## src/rtl/switch_cfg_ctrl.sv

```systemverilog
// Config-write controller for the switch register bank: round-robin arbitration of
// buffer requests into the route LUT / dateline registers. Optional lock: SWITCH_CFG_LOCK_EN.
module switch_cfg_ctrl #(
  parameter int NUM_BUFFERS  = 4,
  parameter int NUM_OUTPORTS = 4,
  parameter int TABLE_SIZE   = 8,
  parameter int ENTRY_W      = 8,
  parameter int DATA_W       = 16,
  parameter int ADDR_W       = 4
) (
  input  logic                           clk,
  input  logic                           n_rst,
  input  logic [NUM_BUFFERS-1:0]         req_valid,
  input  logic [NUM_BUFFERS*ADDR_W-1:0]  req_addr,
  input  logic [NUM_BUFFERS*DATA_W-1:0]  req_data,
  output logic [NUM_BUFFERS-1:0]         req_ready,
  output logic [NUM_BUFFERS-1:0]         resp_valid,
  output logic                           resp_err,
  output logic                           err_sticky,
  output logic [TABLE_SIZE*ENTRY_W-1:0]  route_lut,
  output logic [NUM_OUTPORTS-1:0]        dateline,
  output logic                           busy
);

  localparam int IDX_W = (NUM_BUFFERS > 1) ? $clog2(NUM_BUFFERS) : 1;

  typedef enum logic [1:0] {
    IDLE  = 2'd0,
    WRITE = 2'd1,
    RESP  = 2'd2
  } state_t;

  state_t                          state_q, state_d;
  logic [IDX_W-1:0]                rr_ptr_q, rr_ptr_d;
  logic [TABLE_SIZE*ENTRY_W-1:0]   route_lut_q, route_lut_d;
  logic [NUM_OUTPORTS-1:0]         dateline_q, dateline_d;
  logic                            err_sticky_q, err_sticky_d;
  logic                            err_q, err_d;
  logic [ADDR_W-1:0]               addr_q, addr_d;
  logic [DATA_W-1:0]               data_q, data_d;
  logic [IDX_W-1:0]                idx_q, idx_d;

  logic                            any_req;
  logic [IDX_W-1:0]                win_idx;
  logic [ADDR_W-1:0]               sel_addr;
  logic [DATA_W-1:0]               sel_data;
  logic                            lut_hit, dl_hit, lock_hit, locked, wr_ok;
  logic                            unused_data;

  function automatic int wrap_idx(input int v);
    return (v >= NUM_BUFFERS) ? v - NUM_BUFFERS : v;
  endfunction

  // rr_ptr_q holds the first index to search, i.e. last grant + 1
  always_comb begin
    any_req  = 1'b0;
    win_idx  = '0;
    sel_addr = '0;
    sel_data = '0;
    for (int i = 0; i < NUM_BUFFERS; i++) begin
      if (!any_req && req_valid[wrap_idx(int'(rr_ptr_q) + i)]) begin
        any_req  = 1'b1;
        win_idx  = IDX_W'(wrap_idx(int'(rr_ptr_q) + i));
        sel_addr = req_addr[wrap_idx(int'(rr_ptr_q) + i)*ADDR_W +: ADDR_W];
        sel_data = req_data[wrap_idx(int'(rr_ptr_q) + i)*DATA_W +: DATA_W];
      end
    end
  end

  assign lut_hit = (addr_q < ADDR_W'(TABLE_SIZE));
  assign dl_hit  = (addr_q == ADDR_W'(TABLE_SIZE));
  assign wr_ok   = !locked && (lut_hit || dl_hit || lock_hit);

`ifdef SWITCH_CFG_LOCK_EN
  logic lock_q, lock_d;

  assign lock_hit = (addr_q == ADDR_W'(TABLE_SIZE + 1));
  assign locked   = lock_q;

  always_comb begin
    lock_d = lock_q;
    if (state_q == WRITE && wr_ok && lock_hit && data_q[0]) lock_d = 1'b1;
  end

  always_ff @(posedge clk or negedge n_rst) begin
    if (!n_rst) lock_q <= 1'b0;
    else        lock_q <= lock_d;
  end
`else
  assign lock_hit = 1'b0;
  assign locked   = 1'b0;
`endif

  always_comb begin
    state_d      = state_q;
    rr_ptr_d     = rr_ptr_q;
    route_lut_d  = route_lut_q;
    dateline_d   = dateline_q;
    err_sticky_d = err_sticky_q;
    err_d        = err_q;
    addr_d       = addr_q;
    data_d       = data_q;
    idx_d        = idx_q;
    req_ready    = '0;
    resp_valid   = '0;
    resp_err     = 1'b0;
    case (state_q)
      IDLE: begin
        if (any_req) begin
          req_ready[win_idx] = 1'b1;
          addr_d  = sel_addr;
          data_d  = sel_data;
          idx_d   = win_idx;
          state_d = WRITE;
        end
      end
      WRITE: begin
        rr_ptr_d = (idx_q == IDX_W'(NUM_BUFFERS - 1)) ? '0 : idx_q + 1'b1;
        err_d    = !wr_ok;
        if (wr_ok && lut_hit) begin
          for (int k = 0; k < TABLE_SIZE; k++) begin
            if (addr_q == ADDR_W'(k)) route_lut_d[k*ENTRY_W +: ENTRY_W] = data_q[ENTRY_W-1:0];
          end
        end
        if (wr_ok && dl_hit) dateline_d = data_q[NUM_OUTPORTS-1:0];
        state_d = RESP;
      end
      RESP: begin
        resp_valid[idx_q] = 1'b1;
        resp_err          = err_q;
        err_sticky_d      = err_sticky_q | err_q;
        state_d           = IDLE;
      end
      default: state_d = IDLE;
    endcase
  end

  always_ff @(posedge clk or negedge n_rst) begin
    if (!n_rst) begin
      state_q      <= IDLE;
      rr_ptr_q     <= '0;
      route_lut_q  <= '0;
      dateline_q   <= '0;
      err_sticky_q <= 1'b0;
      err_q        <= 1'b0;
    end else begin
      state_q      <= state_d;
      rr_ptr_q     <= rr_ptr_d;
      route_lut_q  <= route_lut_d;
      dateline_q   <= dateline_d;
      err_sticky_q <= err_sticky_d;
      err_q        <= err_d;
    end
  end

  // Request payload is only meaningful while busy, so it carries no reset
  always_ff @(posedge clk) begin
    addr_q <= addr_d;
    data_q <= data_d;
    idx_q  <= idx_d;
  end

  assign unused_data = ^data_q;

  assign route_lut  = route_lut_q;
  assign dateline   = dateline_q;
  assign err_sticky = err_sticky_q;
  assign busy       = (state_q != IDLE);

endmodule

```

## config.mk

```make
export PLATFORM = sky130hd
export DESIGN_NAME = switch_cfg_ctrl
export DESIGN_NICKNAME = d
export VERILOG_FILES = /design/src/rtl/switch_cfg_ctrl.sv
export SDC_FILE = /design/constraint.sdc
export NUM_CORES = 1
export LEC_CHECK = 0
export ABC_AREA = 1
export BUFFER_PORTS_ARGS = -buffer_cell sky130_fd_sc_hd__buf_2
export CELL_PAD_IN_SITES_DETAIL_PLACEMENT = 1
export CELL_PAD_IN_SITES_GLOBAL_PLACEMENT = 2
export CORE_MARGIN = 3
export CORE_UTILIZATION = 28
export DETAILED_ROUTE_END_ITERATION = 16
export PLACE_DENSITY = 0.91
export SYNTH_ARGS = -nofsm -noshare
export SYNTH_HDL_FRONTEND = slang
export SYNTH_SLANG_ARGS = --single-unit
```

## constraint.sdc

```tcl
create_clock -name clk -period 3.8 [get_ports clk]
set_input_delay 0.57 -clock clk [delete_from_list [all_inputs] [get_ports clk]]
set_output_delay 0.57 -clock clk [all_outputs]
set_load 0.05 [all_outputs]
```

## Yosys cells after proc, flatten, opt, wreduce, memory -nomap -nowiden

Index checks and enable logic that the tools add are counted.
W data, S select, Z words.

- Mux-type cells: 43
- Bitwise operators: 1
- Equal/unequal tests: 12
- Magnitude comparators: 13
- Reduce and logical (&&, ||, !) cells: 25
- $add $sub $neg: 8
- Shift-type cells: 8

Operators by type and width:

| cell | number |
|---|---|
| $shiftx A64 B32 Y8 | 4 |
| $lt A32 B4 Y1 const B | 4 |
| $mux W32 | 4 |
| $shiftx A16 B32 Y4 | 4 |
| $mux W8 | 4 |
| $mux W4 | 7 |
| $reduce_and A3 Y1 | 8 |
| $eq A4 B3 Y1 const B | 4 |
| $mux W1 | 15 |
| $mux W2 | 6 |
| $sub A3 B3 Y4 const B | 3 |
| $ge A3 B3 Y1 const B | 3 |
| $bmux W1 S2 | 4 |
| $eq A4 B2 Y1 const B | 2 |
| $logic_and A1 B1 Y1 | 7 |
| $add A2 B2 Y3 const B | 2 |
| $lt A2 B3 Y1 const B | 2 |
| $demux W1 S2 | 2 |
| $eq A2 B2 Y1 const B | 2 |
| $eq A4 B1 Y1 const B | 1 |
| $eq A4 B4 Y1 const B | 1 |
| $ge A2 B1 Y1 const B | 2 |
| $logic_not A1 Y1 | 4 |
| $logic_not A4 Y1 | 1 |
| other kinds (13) | 14 |

- Word-level logic and storage cells: 126
- Input bits: 86
- Register bits: 88

## Logic depth before layout (Yosys ltp)

- Depth in word-level cells: 21
- Depth in mapped cells: 14

## Least setup slack after synthesis

No wires, ideal clock.

- Kind: register to output
- Start: register rr_ptr_q[1]
- End: output req_ready[0]
- Data required time: 3230 ps
- Buffers on the path: 4
- Setup slack: 287 ps
- Cell stages (with the launch flop): 14
- Data arrival time: 2943 ps
- Cell sequence: dfrtp_1 buf_2 inv_1 buf_2 clkbuf_1 ha_1 clkbuf_1 nand3_1 nand2_1 nand3_1 nand2_1 inv_1 nand3_1 nor2_1

- Word-level cells in the longest chain between the ends: 21
- Elaborated cells on any way between the ends: 48
- Classes of those cells: add/sub (7); order compare (6); mux (28); reduce/logical (7)

Ends and longest elaborated chain:

| element | RTL line | source |
|---|---|---|
| start: declaration | 34 | `logic [IDX_W-1:0] rr_ptr_q, rr_ptr_d;` |
| start signal: assignment | 148 | `rr_ptr_q <= rr_ptr_d;` |
| parallel branches: the longest is 19 deep, another holds $sub A3 B3 Y4 | - |  |
| $mux W4 * | 109 | `if (any_req) begin` |
| $mux W4 * | 107 | `case (state_q)` |
| end: declaration | 16 | `output logic [NUM_BUFFERS-1:0] req_ready,` |

Every way passes the cells marked *. The select of a mux whose other input is x is not followed.

## Final worst setup path

- Start: register rr_ptr_q[0]
- End: output req_ready[3]

- Word-level cells in the longest chain between the ends: 21
- Elaborated cells on any way between the ends: 48
- Classes of those cells: add/sub (7); order compare (6); mux (28); reduce/logical (7)

Ends and longest elaborated chain:

| element | RTL line | source |
|---|---|---|
| parallel branches: the longest is 14 deep, another holds $sub A3 B3 Y4 | - |  |
| $mux W2 * | 61 | `if (!any_req && req_valid[wrap_idx(int'(rr_ptr_q) + i)]) begin` |
| named net win_idx[0] | 44 | `logic [IDX_W-1:0] win_idx;` |
| $lt A2 B3 Y1 (implied by the code) / $ge A2 B1 Y1 (equally long branches) | 110 | `req_ready[win_idx] = 1'b1;` |
| $logic_and A1 B1 Y1 (implied by the code) | 110 |  |
| $mux W1 (implied by the code) | 110 |  |
| $demux W1 S2 * | 110 |  |
| $mux W4 * | 109 |  |
| $mux W4 * | 107 |  |

Mark *: on every way through the listed nets, which the timed path passes. The select of a mux whose other input is x is not followed.

==> impl_metrics.csv <==
group,metric,value,unit
clock_network,cts_repair_resize_count,0,
synth,postSynthAreaPerCell,7.322,um2
route,remaining_drc_errors,0,
synth,postSynthNetCount,781,
final_layout,antenna_cells_inserted,0,
timing,hold_violations,0,
final_layout,drive_gt1_share,21.21,%
synth,yosys.area.top_type_share,36.76,%
final_layout,fillers,2239,
status,result_of_the_run,"complete, no violations",
critical_path,cpLargestDelayFamily,"simple AND/OR/NAND/NOR gates",
route,vias,4895,
timing,worstMarginPinSlew,650.1,ps
floorplan,dieArea,19640,um2
synth,synth-seq-cells,88,
route,final_antenna_net_count,0,
clock_network,cts-root-buf,"clkbuf_16",
clock_network,cts_setup_buffers,0,
critical_path,critPathBufInv,4,
final_layout,multi_input_comb_area,2323,um2
critical_path,worstPathArrival,2720,ps
final_layout,layout_common_cells,"nand2_1, o21ai_0, buf_2",
timing,crit_path_time_final,3288,ps
place,dp_cells,1020,
critical_path,worst_path_required_time,3230,ps
final_layout,instances_no_fill,1036,
timing,clock.fmax,0.3042,GHz
clock_network,worstSkewPairLatency,340,ps
clock_network,clock_tree.htree_level_count,3,
global_routing,antenna_found_initial,0,
job,max_cap_violations,0,
timing,setup-tns-final,0,ps
global_routing,grt_start_max_net_pins,76,
synth,synth_sequential_area_ratio,45.11,%
critical_path,timing_worst_setup_path_type,"flop to output pin",
timing,period_share,86.52,%
floorplan,io_pins,165,
synth,netlist_top_cells_area,"dfrtp_1, nand2_1, o21ai_0, edfxtp_1, inv_1",
timing,timing.final.setup_violations,0,
final_layout,finish.net_count,899,
final_layout,synthToLayoutAreaGrowth,22.75,%
critical_path,critical_path.startpoint_type,"flop",
timing,worst_hold_slack,242.9,ps
global_routing,grt_pass1_wl,25.83,mm
global_routing,grt_pass1_vias,4838,
final_layout,mostFrequentLayoutCell,"nand2_1",
timing,max-slew-margin-rel,56.66,%
critical_path,timing.critical_path.slowest_cell_delay,410,ps
critical_path,crit_chain,"inv_2, ha_1, inv_1, buf_4, nand3_1, nand2_1, nand2_1, nand2_1, nand2_1, nand2_1, nand2_1, nor2_1, buf_2",
critical_path,worst_path_most_repeated_cell,"nand2_1",
route,route.detailed.vias_per_inst,4.725,
critical_path,worst_path_max_delay_cell,"dfrtp_2",
floorplan,dieHeight,140.1,um
synth,synth.distinct_cells,30,
clock_network,cts_inserted_buffers,9,
place,final_gp_congestion,0.7507,
route,number_of_violations_reported_at_the_end_of_detailed_routing_iteration_0,237,
critical_path,critical_path.max_fanout,21,
route,wl_per_cell,15.26,um
synth,cell_area_synth,5037,um2
clock_network,clk_pin_slew_worst_paths,70,ps
clock_network,cts_tree,"yes",
route,routed_wl,15.81,mm
hold_path,hp-class,"input pin to async pin",
floorplan,floorplan.initialDensity,28.82,%
clock_network,ctsHoldBuffers,0,
synth,synth-warning-count,0,
timing,timing.final.max_slew_violations,0,
final_layout,finish.utilization,35.38,%
timing,rsz0062_at_grt,"false",
clock_network,number_of_buffers_between_clock_root_and_the_deepest_sink,2,
synth,synth_area_leader_cell,"dfrtp_1",
floorplan,floorplan.die.width,140.1,um
final_layout,final-seq-area,2273,um2
route,detailedRoute.firstPassIterationCount,4,
timing,worst_clock_skew,7.365,ps
critical_path,setup.worst_path.end_class,"output pin",
floorplan,num_rows,48,
global_routing,grt_use_total,16.21,%
place,port-buffer-count,132,
clock_network,clock-sinks,88,
synth,syn_inst,688,
floorplan,fp.coreArea,17480,um2
place,hpwl,11.65,mm
global_routing,gr-total-overflow,0,
per-stage QoR:
step / area [um2] / setup slack, ps
2_1_floorplan: 5037 / 287.2
3_3_place_gp: 5886 / 882.9
3_5_place_dp: 5886 / 829.8
4_1_cts: 6183 / 455.3
5_1_grt: 6183 / 213.5
6_report: 6183 / 512.2
layer usage:
| metal | up-vias | part of all wire [%] | track usage (%) |
|---|---|---|---|
| met1 | 2293 | 49 | 23.10 |
| met3 | 8 | 4.6 | 2.595 |
| met2 | 120 | 46 | 26.29 |
| met5 | - | 0 | 0 |
| met4 | 0 | 0.80 | 3.213 |
| li1 | 2474 | - | - |
flip-flops by register name, summed over array words and instances, names as in the netlist:
register    flops
err_q           1
err_sticky      1
state_q         2
data_q          8
idx_q           2
route_lut      64
addr_q          4
dateline        4
rr_ptr_q        2
cells in the mapped netlist:
cell type,number
nand2_1,227
o21ai_0,139
dfrtp_1,74
inv_1,65
nand3_1,39
nor2_1,32
buf_2,17
edfxtp_1,14
a21oi_1,13
clkbuf_1,12
a22oi_1,8
ha_1,7
nand4_1,5
o21ai_1,5
mux2i_1,4
nand3_2,4
and2_1,3
buf_4,3
buf_6,3
inv_2,2
nor3_2,2
o22ai_1,2
a31oi_1,1
buf_1,1
nand2_2,1
nor2_2,1
nor2_4,1
nor3_4,1
o211ai_1,1
or2_2,1
layout make-up:
class	instances	share of cell area (%)
multi-input combinational	497	37.58
tap	225	4.553
clock inverter	5	0.8903
inverter	67	4.067
sequential	88	36.77
clock buffer	11	3.926
timing repair buffer	143	12.22
worst paths after layout:
path	startpoint	slack (ps)	endpoint	cells after the start
min in group clk	err_sticky$_DFFE_PN0P_	470	err_sticky$_DFFE_PN0P_	1
hold reg to reg	err_sticky$_DFFE_PN0P_	470	err_sticky$_DFFE_PN0P_	1
max in group asynchronous	n_rst	3200	rr_ptr_q[0]$_DFFE_PN0P_	2
hold / removal	n_rst	240	route_lut[47]$_DFFE_PN0P_	2
setup / recovery	rr_ptr_q[0]$_DFFE_PN0P_	510	req_ready[3]	13
setup reg to reg	rr_ptr_q[0]$_DFFE_PN0P_	1160	addr_q[2]$_DFFE_PP_	10
cell families (layout without fill, tap and decap cells):
group / after synthesis / in the layout / share of synthesized area (%)
flops: 88 / 88 / 45.11
buf+inv: 103 / 226 / 8.768
mux: 4 / 4 / 0.7949
fa+ha+maj: 7 / 7 / 1.739
simple gates: 317 / 317 / 26.28
compound gates: 169 / 169 / 17.31
Power is not shown: default switching activity piles up to over one toggle a cycle in this logic, so the estimate is an artifact.
